### src/rtl/imem_dmem_arbiter.sv
// rtl/imem_dmem_arbiter.sv - round-robin arbiter sharing one memory port between I-refill and data sides
// Optional ARB_STATS_EN adds grant counters and a data-side wait-cycle counter.
module imem_dmem_arbiter #(
  parameter int BURST_LEN = 4,
  parameter int ADDR_W    = 32
) (
  input  logic              clk,
  input  logic              reset,
  input  logic              i_valid,
  output logic              i_ready,
  input  logic [ADDR_W-1:0] i_addr,
  output logic [31:0]       i_rdata,
  input  logic              d_valid,
  output logic              d_ready,
  input  logic [ADDR_W-1:0] d_addr,
  input  logic [31:0]       d_wdata,
  input  logic [3:0]        d_wstrb,
  output logic [31:0]       d_rdata,
  output logic              mem_valid,
  output logic              mem_instr,
  input  logic              mem_ready,
  output logic [ADDR_W-1:0] mem_addr,
  output logic [31:0]       mem_wdata,
  output logic [3:0]        mem_wstrb,
  input  logic [31:0]       mem_rdata
`ifdef ARB_STATS_EN
  ,
  output logic [31:0]       stat_i_grants,
  output logic [31:0]       stat_d_grants,
  output logic [31:0]       stat_d_wait_cycles
`endif
);

  localparam int CNT_W = $clog2(BURST_LEN) + 1;

  typedef enum logic [1:0] {
    ST_IDLE  = 2'd0,
    ST_GNT_I = 2'd1,
    ST_GNT_D = 2'd2
  } state_t;

  state_t           r_state;
  state_t           w_state_nxt;
  logic             r_last_grant;
  logic             w_last_nxt;
  logic [CNT_W-1:0] r_burst_cnt;
  logic [CNT_W-1:0] w_burst_nxt;
  logic [CNT_W-1:0] w_cnt_inc;
  logic             w_lock;
  logic             w_gnt_i;
  logic             w_gnt_d;
  logic             w_done;

  // Grants are masked during reset so a late mem_ready cannot complete an aborted access.
  assign w_gnt_i   = (r_state == ST_GNT_I) && !reset;
  assign w_gnt_d   = (r_state == ST_GNT_D) && !reset;
  assign w_lock    = (r_burst_cnt != '0);
  assign w_cnt_inc = r_burst_cnt + CNT_W'(1);

  assign mem_valid = (w_gnt_i && i_valid) || (w_gnt_d && d_valid);
  assign mem_instr = w_gnt_i;
  assign mem_addr  = w_gnt_i ? i_addr : (w_gnt_d ? d_addr : '0);
  assign mem_wdata = w_gnt_d ? d_wdata : '0;
  assign mem_wstrb = w_gnt_d ? d_wstrb : '0;
  assign w_done    = mem_ready && mem_valid;
  assign i_ready   = w_gnt_i && w_done;
  assign d_ready   = w_gnt_d && w_done;
  assign i_rdata   = w_gnt_i ? mem_rdata : '0;
  assign d_rdata   = w_gnt_d ? mem_rdata : '0;

  always_comb begin
    w_state_nxt = r_state;
    w_last_nxt  = r_last_grant;
    w_burst_nxt = r_burst_cnt;
    case (r_state)
      ST_IDLE: begin
        if (w_lock && i_valid) begin
          w_state_nxt = ST_GNT_I;
        end else begin
          if (w_lock) w_burst_nxt = '0;
          if (i_valid && d_valid) w_state_nxt = r_last_grant ? ST_GNT_I : ST_GNT_D;
          else if (i_valid)       w_state_nxt = ST_GNT_I;
          else if (d_valid)       w_state_nxt = ST_GNT_D;
        end
      end
      ST_GNT_I: begin
        if (w_done) begin
          w_state_nxt = ST_IDLE;
          w_last_nxt  = 1'b0;
          w_burst_nxt = (w_cnt_inc == CNT_W'(BURST_LEN)) ? '0 : w_cnt_inc;
        end else if (!i_valid) begin
          w_state_nxt = ST_IDLE;
        end
      end
      ST_GNT_D: begin
        if (w_done) begin
          w_state_nxt = ST_IDLE;
          w_last_nxt  = 1'b1;
          w_burst_nxt = '0;
        end else if (!d_valid) begin
          w_state_nxt = ST_IDLE;
        end
      end
      default: w_state_nxt = ST_IDLE;
    endcase
  end

  always_ff @(posedge clk) begin
    if (reset) begin
      r_state      <= ST_IDLE;
      r_last_grant <= 1'b1;
      r_burst_cnt  <= '0;
    end else begin
      r_state      <= w_state_nxt;
      r_last_grant <= w_last_nxt;
      r_burst_cnt  <= w_burst_nxt;
    end
  end

`ifdef ARB_STATS_EN
  logic [31:0] r_stat_i;
  logic [31:0] r_stat_d;
  logic [31:0] r_stat_w;

  always_ff @(posedge clk) begin
    if (reset) begin
      r_stat_i <= '0;
      r_stat_d <= '0;
      r_stat_w <= '0;
    end else begin
      if (i_ready && (r_stat_i != '1)) r_stat_i <= r_stat_i + 32'd1;
      if (d_ready && (r_stat_d != '1)) r_stat_d <= r_stat_d + 32'd1;
      if (d_valid && (r_state != ST_GNT_D) && (r_stat_w != '1)) r_stat_w <= r_stat_w + 32'd1;
    end
  end

  assign stat_i_grants      = r_stat_i;
  assign stat_d_grants      = r_stat_d;
  assign stat_d_wait_cycles = r_stat_w;
`endif

endmodule

### config.mk
export PLATFORM = sky130hd
export DESIGN_NAME = imem_dmem_arbiter
export DESIGN_NICKNAME = d
export VERILOG_FILES = /design/src/rtl/imem_dmem_arbiter.sv
export SDC_FILE = /design/constraint.sdc
export NUM_CORES = 1
export LEC_CHECK = 0
export BUFFER_PORTS_ARGS = -buffer_cell sky130_fd_sc_hd__buf_2
export CAP_MARGIN = 20
export CORE_AREA = 8 8 99 101
export DETAILED_ROUTE_END_ITERATION = 16
export DIE_AREA = 0 0 107 109
export GPL_TIMING_DRIVEN = 1
export SETUP_SLACK_MARGIN = 0.1
export SLEW_MARGIN = 20
export SYNTH_ARGS = -nofsm -noshare
export SYNTH_HDL_FRONTEND = slang
export SYNTH_SLANG_ARGS = --single-unit
### constraint.sdc
create_clock -name clk -period 1.27 [get_ports clk]
set_input_delay 0.127 -clock clk [delete_from_list [all_inputs] [get_ports clk]]
set_output_delay 0.127 -clock clk [all_outputs]
set_load 0.02 [all_outputs]
-- Word level (Yosys, flattened, before mapping)
Cells that the tools add are included.
- register bits after elaboration: 6
- bits of input ports: 137
- output and inout bits: 136
- logic and storage cells: 57
- $add $sub $neg: 1
- eq/ne operators: 10
- multiplexer cells: 25
- reductions and logical operators: 18
- operator list (operator ; count):
    32-bit two-way mux ; 5
    2-bit two-way mux ; 9
    3-bit two-way mux ; 5
    1-bit logical AND ; 9
    3-bit case mux with 3 select lines ; 1
    2-bit != test (second input constant) ; 4
    3-bit != test (second input constant) ; 2
    2-bit case mux with 3 select lines ; 1
    3-bit AND reduction ; 2
    3-bit nonzero test ; 2
    5-bit != test (second input constant) ; 1
    5-bit AND reduction ; 1
    4-bit two-way mux ; 1
    3-bit by 1-bit adder with 3-bit output (second input constant) ; 1
    3-bit == test (second input constant) ; 1
    2-bit by 1-bit == test with 1-bit output (second input constant) ; 1
    2-bit == test (second input constant) ; 1
    2-bit zero test ; 1
    1-bit two-way mux ; 2
    1-bit case mux with 2 select lines ; 1
    2-bit nonzero test ; 1
    1-bit zero test ; 1
    1-bit logical OR ; 1

-- Depth between registers and ports, before layout
- depth in word-level cells: 7
- gate-level depth with buffers: 5

-- Worst setup path after synthesis
OpenSTA, ideal clock, no wires.
- kind: flip-flop to output port
- start: register r_state[1]
- end: output mem_addr[0]
- data arrival time: 1.160 ns
- required time: 1.143 ns
- path slack: -0.017 ns
- stages on the path, launching flop included: 5
- path buffers: 1
- cells stage by stage: dfxtp_1 > nand2b_2 > nor2_8 > buf_6 > a22o_1
- longest elaborated chain between the ends: 4
- elaborated cells between the ends (all ways): 6
- classes of those cells: eq/ne (2); mux (2); reduce/logical (2)
- RTL lines (what ; line ; RTL):
    start, declared ; 42 ; state_t r_state;
    start signal, assigned ; 114 ; r_state <= w_state_nxt;
    2-bit == test ; 56 ; assign w_gnt_d = (r_state == ST_GNT_D) && !reset;
    1-bit logical AND ; 56 ;
    32-bit two-way mux ; 62 ; assign mem_addr = w_gnt_i ? i_addr : (w_gnt_d ? d_addr : '0);
    32-bit two-way mux (*) ; 62 ;
    end, declared ; 22 ; output logic [ADDR_W-1:0] mem_addr,
Mark *: on every way between the ends. The rest lies on a longest branch, timed or not.

-- Worst setup path in the final report
- start: register r_state[0]
- end: output d_rdata[22]
- longest elaborated chain between the ends: 3
- RTL lines (what ; line ; RTL):
    2-bit == test ; 56 ;
    1-bit logical AND ; 56 ;
    32-bit two-way mux ; 69 ; assign d_rdata = w_gnt_d ? mem_rdata : '0;
    end, declared ; 18 ; output logic [31:0] d_rdata,
Every way passes these cells.

==> reports/qor.yml <==
outcome:
  status: "finished, violations left"
  violations: "setup timing"
finish:
  drive_above_1_share: 0.8436
  area_growth_pct: 200.5
  nets: 628
  postLayoutCoreUtil: 0.5393
  fin_area_um2: 4519
  fillers: 740
  n_antenna_cell: 0
logic_synthesis:
  syn_nets: 337
  synth_cell_types: 26
  netlist_area_um2: 1504
  synth.avg_cell_area_um2: 7.634
  yosys_warnings: 0
  ys_ff_latch: 6
  synthCells: 197
  synth_seq_area_share: 0.07987
timing:
  finalCritPeriodShare: 1.272
  slew_headroom: 0.8372
  skew_ns: 0.005363
  clock.fmax_mhz: 619.1
  setup_viol: 141
  grt_setup_unrepaired: "true"
  period_needed_ns: 1.615
  fin_hold_ws_ns: 0.1922
  finalMaxSlewViolations: 0
  timing.final.ws_setup_ns: -0.3451
  hold_viol: 0
  worst_pin_slew_ns: 0.2438
global_routing:
  antenna_found_initial: 1
  grt_pass1_vias: 2664
  grt_pass1_wl_mm: 14.31
  track_usage: 0.1521
  grt_max_degree: 61
  overflow: 0
setup_path:
  slowest_delay_ns: 0.33
  path_buf_inv: 3
  critPathKind: "reg -> out"
  worstSetupEndpointType: "primary output"
  r2r_start: "r_state[1]"
  startpoint: "r_state[0]"
  cp.arrival_ns: 1.49
  worstPathCellList: "nand2b_4, nor2_8, buf_4, clkbuf_16, and2_1, buf_4"
  crit_family: "simple AND/OR/NAND/NOR gates"
  cp_max_fo: 15
  slowest_stage: "dfxtp_2"
  required_ns: 1.14
  crit_top_cell: "buf_4"
  cp-start-kind: "register"
cts:
  htree_levels: 1
  clock_latency_ns: 0.23
  clock-root-buffer: "clkbuf_8"
  clkTransAtPathRegs_ns: 0.03
  clk_path_buf_depth: 2
  cts.sinks: 6
  numCtsBuffers: 3
  cts_tree: "built"
  hold_buffers: 0
power_and_ir_drop:
  leakage_uw: 0.002459
  power_uw: 1735
  irDropWorstVdd_mv: 0.6606
  p_per_area_nw_per_um2: 383.9
min_path:
  hold_start: "mem_ready"
  hold_path_class: "in -> reg"
floorplan:
  die_area_um2: 11660
  boundaryPins: 273
  die_y_um: 109
  rows: 34
  design.core.area_um2: 8381
  start_util: 0.1795
  die_w_um: 107
routing:
  firstDrtPassIters: 4
  vias: 2602
  drc: 0
  initialDrtViolationCount: 76
  via_per_inst: 4.380
  wire_per_inst_um: 18.92
  drt-total-wl_mm: 11.24
  ant_nets: 0
job:
  maxCapViolations: 0
placement:
  dpl.hpwl_mm: 8.073
  portBuffers: 272
  place_area_um2: 3267
  gp_congestion: 0.7842
## metrics by stage
step	setup TNS, ns	worst slack [ns]	cells
finish	-37.80	-0.3451	594
global route	-44.34	-0.3897	594
CTS	-37.54	-0.3340	581
detailed placement	-8.333	-0.1034	568
global placement	-3.771	-0.06327	568
floorplan	0	0.06634	197
## timing repair
action,in CTS,in global routing
buffers inserted,6,9
pin swaps,1,38
cloned,4,4
resized for setup,173,128
endpoints found under the setup margin,141,142
endpoints found under the hold margin,0,0
## path summary, 6_finish.rpt
kind / slack (ns) / cells after the start / end
setup / recovery: -0.35 / 6 / d_rdata[22]
setup reg to reg: -0.09 / 5 / r_burst_cnt[1]
hold reg to reg: 0.48 / 1 / r_last_grant
hold / removal: 0.19 / 2 / r_last_grant
## worst reg2reg max path: cells and delay by family (launching register included)
| family | cells | cell delay (ns) |
|---|---|---|
| AO/OA/AOI/OAI | 1 | 0.20 |
| buffers and inverters | 2 | 0.26 |
| flip-flops | 1 | 0.38 |
| multiplexers | 1 | 0.18 |
| AND/OR/NAND/NOR | 1 | 0.25 |
## cell usage in the layout (no fill, tap or decap), types with 2 or more instances in the layout
cell type,n
and2_4,37
nor2_2,2
nor2_1,4
and3b_2,2
clkbuf_8,3
buf_6,108
buf_16,4
nand2_1,5
buf_8,2
dfxtp_1,2
buf_12,5
inv_2,2
nor2b_1,4
a22o_4,32
buf_4,45
buf_2,136
dfxtp_2,3
clkbuf_16,4
ha_1,2
inv_1,2
and2_1,46
and2_2,18
mux2i_1,3
## layer usage
layer	track usage	part of all wire	vias to the layer above	wire [µm]
met5	0	0.0012	-	13
met4	0.02814	0.015	2	165
met3	0.04846	0.093	12	1048
met2	0.3033	0.55	144	6209
met1	0.1502	0.34	1203	3802
li1	-	-	1241	-
## cells in the mapped netlist
cell       instances  area [µm²]
a2111o_1           1       11.26
buf_6             13       146.4
dfxtp_1            6       120.1
and2_1           101       631.9
a21oi_1            1       5.000
nor2b_1            4       25.02
nor2_8             1       20.02
inv_1              4       15.01
a32oi_1            1       8.760
and3b_1            2       17.52
nand2_1            5       18.77
ha_1               3       37.54
nand4bb_1          1       11.26
nor3b_4            1       18.77
nor2_1             6       22.52
a22o_1            32       280.3
buf_4              1       7.510
o21ai_0            2       10.01
clkbuf_1           2       7.510
o21ai_4            1       16.27
or3_1              1       6.260
a221o_1            1       10.01
buf_2              2       10.01
mux2i_1            3       30.03
nand2b_2           1       8.760
nand3b_1           1       7.510
## kinds of logic (layout without fill, tap and decap cells)
| group | count (synthesis) | count (layout) | synth area share |
|---|---|---|---|
| simple gates | 124 | 124 | 0.5241 |
| compound gates | 39 | 39 | 0.2271 |
| buf+inv | 22 | 311 | 0.1240 |
| flops | 6 | 6 | 0.07987 |
| fa+ha+maj | 3 | 3 | 0.02496 |
| mux | 3 | 3 | 0.01997 |
## sequential cells by signal, indices dropped and copies added, names as in the netlist
register / count
r_last_grant: 1
r_state: 2
r_burst_cnt: 3
## power breakdown
group / leakage, µW / switching, µW / internal, µW
Sequential: 0.0000509 / 8.84 / 196
Clock: 0.0000216 / 93.1 / 205
Combinational: 0.00239 / 548 / 684
Total: 0.00246 / 650 / 1080
## final cells by class
type	instances	area (µm²)	area share
Sequential cell	6	127.6	0.02824
Tap cell	108	135.1	0.02990
Clock buffer	3	41.29	0.009136
Timing Repair Buffer	304	2575	0.5698
Multi-Input combinational cell	169	1625	0.3596
Inverter	4	15.01	0.003322
No activity file was read; power rests on OpenSTA's default activity.
